File: src/rtl/lsu.sv
// lsu: RV32 load/store unit; op strobe in (start, addr, wdata, is_*), single-beat bus master out (mem_*), result out (done, load_data, misaligned, access_fault)
module lsu #(
  parameter int MAX_WAIT = 255
) (
  input  logic        clk,
  input  logic        rst_n,
  input  logic        start,
  input  logic [31:0] addr,
  input  logic [31:0] wdata,
  input  logic        is_lb,
  input  logic        is_lh,
  input  logic        is_lw,
  input  logic        is_lbu,
  input  logic        is_lhu,
  input  logic        is_sb,
  input  logic        is_sh,
  input  logic        is_sw,
  output logic        busy,
  output logic        done,
  output logic [31:0] load_data,
  output logic        misaligned,
  output logic        access_fault,
  output logic        mem_req,
  output logic        mem_we,
  output logic [31:0] mem_addr,
  output logic [3:0]  mem_be,
  output logic [31:0] mem_wdata,
  input  logic        mem_gnt,
  input  logic        mem_rvalid,
  input  logic [31:0] mem_rdata
);
  typedef enum logic [1:0] {IDLE, REQ, WAIT, RESP} state_t;
  state_t st, nxt;
  logic [31:0] addr_q, wdata_q, ext;
  logic store_q, byte_q, half_q, sgn_q, acc, mis, tmo;
  logic [7:0] cnt, b;
  logic [15:0] h;
  assign acc = st == IDLE && start && $onehot({is_lb, is_lh, is_lw, is_lbu, is_lhu, is_sb, is_sh, is_sw});
  assign mis = ((is_lh | is_lhu | is_sh) & addr[0]) | ((is_lw | is_sw) & |addr[1:0]);
  assign tmo = cnt == 8'(MAX_WAIT - 1);
  always_comb begin
    nxt = st;
    case (st)
      IDLE: nxt = acc ? (mis ? RESP : REQ) : IDLE;
      REQ: nxt = mem_gnt ? (store_q ? RESP : WAIT) : tmo ? RESP : REQ;
      WAIT: nxt = (mem_rvalid || tmo) ? RESP : WAIT;
      default: nxt = IDLE;
    endcase
  end
  assign busy = st != IDLE;
  assign done = st == RESP;
  assign mem_req = st == REQ;
  assign mem_we = mem_req & store_q;
  assign mem_addr = mem_req ? {addr_q[31:2], 2'b00} : '0;
  assign mem_be = !mem_req ? 4'b0000 : byte_q ? 4'b0001 << addr_q[1:0] : half_q ? (addr_q[1] ? 4'b1100 : 4'b0011) : 4'b1111;
  assign mem_wdata = !mem_we ? '0 : byte_q ? {4{wdata_q[7:0]}} : half_q ? {2{wdata_q[15:0]}} : wdata_q;
  assign b = mem_rdata[{addr_q[1:0], 3'b000} +: 8];
  assign h = mem_rdata[{addr_q[1], 4'b0000} +: 16];
  assign ext = byte_q ? {{24{sgn_q & b[7]}}, b} : half_q ? {{16{sgn_q & h[15]}}, h} : mem_rdata;
  always_ff @(posedge clk or negedge rst_n) begin
    if (!rst_n) begin
      st <= IDLE;
      cnt <= '0;
      addr_q <= '0;
      wdata_q <= '0;
      store_q <= 1'b0;
      byte_q <= 1'b0;
      half_q <= 1'b0;
      sgn_q <= 1'b0;
      load_data <= '0;
      misaligned <= 1'b0;
      access_fault <= 1'b0;
    end else begin
      st <= nxt;
      // cycles spent in REQ/WAIT; restarts on every state change
      cnt <= (nxt == st && (st == REQ || st == WAIT)) ? cnt + 8'd1 : '0;
      if (acc) begin
        addr_q <= addr;
        wdata_q <= wdata;
        store_q <= is_sb | is_sh | is_sw;
        byte_q <= is_lb | is_lbu | is_sb;
        half_q <= is_lh | is_lhu | is_sh;
        sgn_q <= is_lb | is_lh;
      end
      // result registers only change on the way into RESP, so they hold between completions
      if (nxt == RESP && st != RESP) begin
        load_data <= (st == WAIT && mem_rvalid) ? ext : '0;
        misaligned <= st == IDLE;
        access_fault <= (st == REQ && !mem_gnt) || (st == WAIT && !mem_rvalid);
      end
    end
  end
endmodule

File: config.mk
export PLATFORM = sky130hd
export DESIGN_NAME = lsu
export DESIGN_NICKNAME = d
export VERILOG_FILES = /design/src/rtl/lsu.sv
export SDC_FILE = /design/constraint.sdc
export NUM_CORES = 1
export LEC_CHECK = 0
export CAP_MARGIN = 20
export CORE_ASPECT_RATIO = 2
export CORE_MARGIN = 10
export CORE_UTILIZATION = 46
export CTS_BUF_LIST = sky130_fd_sc_hd__clkbuf_4 sky130_fd_sc_hd__clkbuf_8 sky130_fd_sc_hd__clkbuf_16
export DETAILED_ROUTE_END_ITERATION = 7
export PLACE_DENSITY = 0.86
export SLEW_MARGIN = 25
export SYNTH_ARGS = -nofsm -noshare
export SYNTH_HDL_FRONTEND = slang
export SYNTH_SLANG_ARGS = --single-unit
File: constraint.sdc
create_clock -name clk -period 2.6 [get_ports clk]
set_input_delay 0.39 -clock clk [delete_from_list [all_inputs] [get_ports clk]]
set_output_delay 0.39 -clock clk [all_outputs]
set_load 0.03 [all_outputs]
# Yosys cells after proc, flatten, opt, wreduce, memory -nomap -nowiden
# Cells that the tools add are included.
dict set report op_classes {
  add_sub_neg 8
  n_eq_ne 8
  shift 3
  n_mux 19
  bitwise 14
  reduce_logical 15
}
# op count
set ops {}
lappend ops {{$mux 32} 7}
lappend ops {{$shiftx 32x6->16} 1}
lappend ops {{$shiftx 32x6->8} 1}
lappend ops {{$mux 4} 4}
lappend ops {{$or 1x1->1} 9}
lappend ops {{$add 1x1->2} 4}
lappend ops {{$add 8x1->8 const B} 1}
lappend ops {{$eq 8x8->1 const B} 1}
lappend ops {{$mux 2} 4}
lappend ops {{$mux 8} 1}
lappend ops {{$logic_and 1x1->1} 7}
lappend ops {{$add 2x2->3} 2}
lappend ops {{$eq 2x2->1 const B} 3}
lappend ops {{$pmux 2 s3} 1}
lappend ops {{$and 1x1->1} 5}
lappend ops {{$add 3x3->4} 1}
lappend ops {{$eq 4x1->1 const B} 1}
lappend ops {{$shl 1x2->4 const A} 1}
lappend ops {{$logic_or 1x1->1} 3}
lappend ops {{$eq 2x1->1 const B} 1}
lappend ops {{$eq 2x2->1} 1}
lappend ops {{$logic_not 1->1} 2}
lappend ops {{$logic_not 2->1} 1}
lappend ops {{$mux 1} 2}
lappend ops {{other kinds (3)} 3}
dict set report totals {
  ff_bits 112
  input_bits 109
  out_inout_bits 106
}

# Logic depth before layout (Yosys ltp)
dict set report depth {
  depth_word 10
  ltp_mapped 15
  mapped_depth_nobuf 13
}

# Least setup slack after synthesis
# No wires, ideal clock.
dict set report synth_timing {
  path_type {input-to-reg}
  startpoint {input is_lb}
  endpoint {register addr_q[27]}
  t_arrival_ps 3698
  required_ps 2475
  setup_slack_ps -1223
  cell_stages 14
  cell_sequence {inv_1 -> fa_1 -> fa_1 -> fa_1 -> inv_1 -> ha_1 -> inv_1 -> fa_1 -> nor3b_1 -> a22oi_1 -> nor2_1 -> buf_2 -> buf_4 -> mux2_2}
}
dict set report synth_between {
  elab_chain_len 5
}
# item line_no
set synth_rtl {}
lappend synth_rtl {{start: declaration} 10} ;# input logic is_lb,
lappend synth_rtl {{$add 1x1->2 (not written as such)} 38} ;# assign acc = st == IDLE && start && $onehot({is_lb, is_lh, is_lw, is_lbu, is_lhu, is_sb, is_sh, is_sw});
lappend synth_rtl {{$add 2x2->3 (not written as such)} 38}
lappend synth_rtl {{$add 3x3->4 (not written as such)} 38}
lappend synth_rtl {{$eq 4x1->1} 38}
lappend synth_rtl {{$logic_and 1x1->1} 38}
lappend synth_rtl {{end signal: assignment} 78} ;# addr_q <= addr;
lappend synth_rtl {{end: declaration} 34} ;# logic [31:0] addr_q, wdata_q, ext;
# Every way passes these cells.
# A chain may end at the register's enable or synchronous reset.

# Worst setup path after layout
dict set report layout_timing {
  startpoint {input is_lh}
  endpoint {register cnt[4]}
}
dict set report layout_between {
  elab_chain_len 10
  word_cells_on_any_way 15
  cone_classes {add/sub (3); eq/ne (2); mux (4); bitwise (4); reduce/logical (2)}
}
# item line_no
set layout_rtl {}
lappend layout_rtl {{start: declaration} 11} ;# input logic is_lh,
lappend layout_rtl {{$add 1x1->2 (not written as such) / $or 1x1->1 (equally long branches)} {38, 39}}
lappend layout_rtl {{$add 2x2->3 (not written as such) / $or 1x1->1 (equally long branches)} {38, 39}}
lappend layout_rtl {{$add 3x3->4 (not written as such) / $and 1x1->1 (equally long branches)} {38, 39}}
lappend layout_rtl {{$eq 4x1->1 / $or 1x1->1 (equally long branches)} {38, 39}}
lappend layout_rtl {{$logic_and 1x1->1 / $mux 2 (equally long branches)} {38, 44}}
lappend layout_rtl {{$mux 2 (*)} 44} ;# IDLE: nxt = acc ? (mis ? RESP : REQ) : IDLE;
lappend layout_rtl {{$pmux 2 s3 (*)} 43} ;# case (st)
lappend layout_rtl {{$eq 2x2->1 (*)} 76} ;# cnt <= (nxt == st && (st == REQ || st == WAIT)) ? cnt + 8'd1 : '0;
lappend layout_rtl {{$logic_and 1x1->1 (*)} 76}
lappend layout_rtl {{$mux 8 (*)} 76}
lappend layout_rtl {{end signal: assignment} 76}
lappend layout_rtl {{end: declaration} 36} ;# logic [7:0] cnt, b;
# Mark *: on every way between the ends. The rest lies on a longest branch, timed or not.

==> results.md <==
- Mux cell area share after synthesis: 18.2%
- Global route total overflow: 0
- RSZ-0062 raised after global routing: yes
- Async SR Flop Fraction: 100%
- TritonCTS Buffers: 9
- Top Ports: 215
- CTS Buffer Depth: 2
- Share of cells above drive strength 1: 36.6%
- CP Depth: 16
- Worst endpoint required time: 2.87 ns
- Design area: 9830 µm²
- Final worst path period share: 145%
- Most used cell, CP: fa_1
- TritonCTS clock tree: yes
- Max Fclk: 265 MHz
- Die area: 18500 µm²
- Clk sink count: 112
- CORE AREA: 13000 µm²
- Routed len/inst: 22.9 µm
- Avg Inst Size Synth: 10.4 µm²
- Area Growth Syn to Fin: 62.0%
- Largest family of logic cells by synthesized area: multiplexers
- Number of remaining DRC errors: 0
- Final slew viol count: 0
- Worst-Margin Slew: 0.584 ns
- DR vias: 5935
- Root buf cell: clkbuf_16
- Peak supply drop: 0.000782 V
- Max-cap violations: 0
- Final hold vios: 0
- Worst setup path class: in -> reg
- Drt first pass iters: 5
- Critical Path Source Type: input port
- Failing checks: negative setup slack
- Pleak: 4.56 nW
- Hold Crit Class: in -> async
- Initial Utilization: 46.7%
- Port bufs: 212
- Routed WL: 23800 µm
- Initial detailed-routing violation count: 331
- Distinct cells, synth: 54
- Final worst setup slack: -1.17 ns
- PwrDens: 1100 nW/µm²
- Initial antenna violation count: 1
- CTS clk-pin slew, worst paths: 0.09 ns
- Largest area contributor in the netlist: dfrtp_1
- Clk_skew: 0.00841 ns
- Placed cell area: 8410 µm²
- Number of global-route vias before repair: 6584
- Gpl congestion: 0.899
- FILL cells: 820
- First-pass GRT wire length: 36400 µm
- FP Rows: 59
- Syn Inst Count: 585
- Setup_tns: -124.82 ns
- CP arrival: 4.04 ns
- Compound-Gate Fraction of Synth Area: 11.7%
- Status: complete, but fails checks
- Post-layout min period: 3.77 ns
- Post-synth top area share: 46.2%
- Top post-synthesis cells by area: dfrtp_1, mux2_2, and2_1, o21ai_0, inv_1
- Clk_lat worst skew: 0.36 ns
- Final core utilization: 75.6%
- GRT Resource Usage Total: 25.1%
- Crit-path cells: buf_8, inv_4, fa_1, fa_1, fa_1, inv_2, ha_4, inv_2, fa_2, nor3b_2, buf_4, a22oi_2, o21ai_0, a211oi_4, buf_12, nor3_2
- Synthesis-stage register bit count: 112
- Final Setup Violations: 114
- Crit path largest cell delay: 0.56 ns
- Most frequent cells in the layout: buf_4, clkdlybuf4s50_1, dfrtp_1
- Post-synthesis sequential area ratio: 46.2%
- Hold Buf Count CTS: 0
- Crit-path leading delay family: adder cells
- Post-synthesis simple-gate area fraction: 13.0%
- R2R depth: 10
- Commonest non-fill, non-tap cell in the layout: buf_4
- Worst path slowest cell: fa_1
- Via density per instance: 5.72
- Layout net count: 1003
- H-tree depth: 3
- Syn. warnings: 0
- Pin count of the biggest net entering global routing: 46
- Critical Path Sink Type: flop
- Sum of buffers and inverters on the critical path: 6
- Die W: 101 µm
- Area share of fa/ha/maj cells after synthesis: 3.38%
- DPL Wire Length: 15900 µm
- Critical path peak fanout: 8
- Post-synthesis cell area: 6070 µm²
- Number of flops mapped to enable cells by yosys: 0
- Post-DRT Antenna Nets: 0
- Die height: 182 µm
- Rel. slew slack: 61.1%
- Synth Area in XOR/XNOR: 0.866%
- Synth Flop Type: dfrtp_1
==> flip-flops by register name, indices dropped and copies added (netlist names) <==
register,flops
misaligned,1
store_q,1
load_data,32
access_fault,1
half_q,1
sgn_q,1
byte_q,1
wdata_q,32
st,2
addr_q,32
cnt,8
==> Yosys cell counts, types with 9 or more instances <==
master    instances
clkbuf_1         18
mux2_2           65
and3_1           17
nand2_1          31
o22ai_1           9
dfrtp_1         112
ha_1             10
mux2i_1          19
buf_2            10
inv_1            58
nor2_1           33
a21oi_1          22
and2_1           37
o21ai_0          46
==> final timing paths <==
path | startpoint | end | slack [ns]
setup / recovery | is_lh | cnt[4] | -1.17
hold / removal | rst_n | load_data[22] | 0.03
setup reg to reg | st[1] | load_data[31] | 0.13
hold reg to reg | addr_q[20] | addr_q[20] | 0.51
max in group asynchronous | rst_n | wdata_q[6] | 1.78
min in group clk | is_lb | byte_q | 0.47
==> what timing repair did <==
| action | CTS | global route |
|---|---|---|
| resized for setup | 101 | 14 |
| setup buffers | 75 | 2 |
| pin swaps | 11 | 9 |
| endpoints found under the setup margin | 117 | 131 |
| cloned | 7 | 0 |
==> report_power, final <==
part	internal [W]	switching (W)	leakage (nW)	total, W
Sequential	0.00253	0.000567	1.38	0.00310
Clock	0.000698	0.000759	0.151	0.00146
Combinational	0.00298	0.00330	3.02	0.00628
==> routing by layer <==
layer	vias up	global-route usage [%]	routed length, µm
met5	-	0	0
met4	0	16.9	1700
met3	119	5.45	1570
met2	321	45.2	12900
met1	2903	24.3	7600
li1	2592	-	-
==> per-stage QoR <==
stage / instances / power (W) / hold slack, ns / setup slack (ns)
after floorplan: 586 / 0.00632 / 0.0944 / -1.04
after global placement: 945 / 0.00813 / 0.410 / -1.85
after detailed placement: 945 / 0.00835 / 0.423 / -1.96
after CTS: 1037 / 0.0106 / 0.0371 / -1.10
after global routing: 1038 / 0.0114 / 0.0573 / -1.25
final: 1038 / 0.0108 / 0.0282 / -1.17
==> cell families after synthesis <==
kind of cell	count (synthesis)
and+or+nand+nor	151
other	1
adders and majority gates	14
muxes	92
buffers and inverters	95
DFF	112
xor gates and xnor gates	6
AOI/OAI and AO/OA	114
==> cell type report <==
type / count / area, µm² / share of cell area (%)
clock inverter: 7 / 83.8 / 0.853
clock buffer: 9 / 225 / 2.29
multi-input combinational: 379 / 3190 / 32.5
timing repair buffer: 320 / 3100 / 31.5
inverter: 58 / 233 / 2.37
sequential: 112 / 2800 / 28.5
antenna: 1 / 2.50 / 0.0255
tap: 152 / 190 / 1.94
No activity file was read; power rests on OpenSTA's default activity.
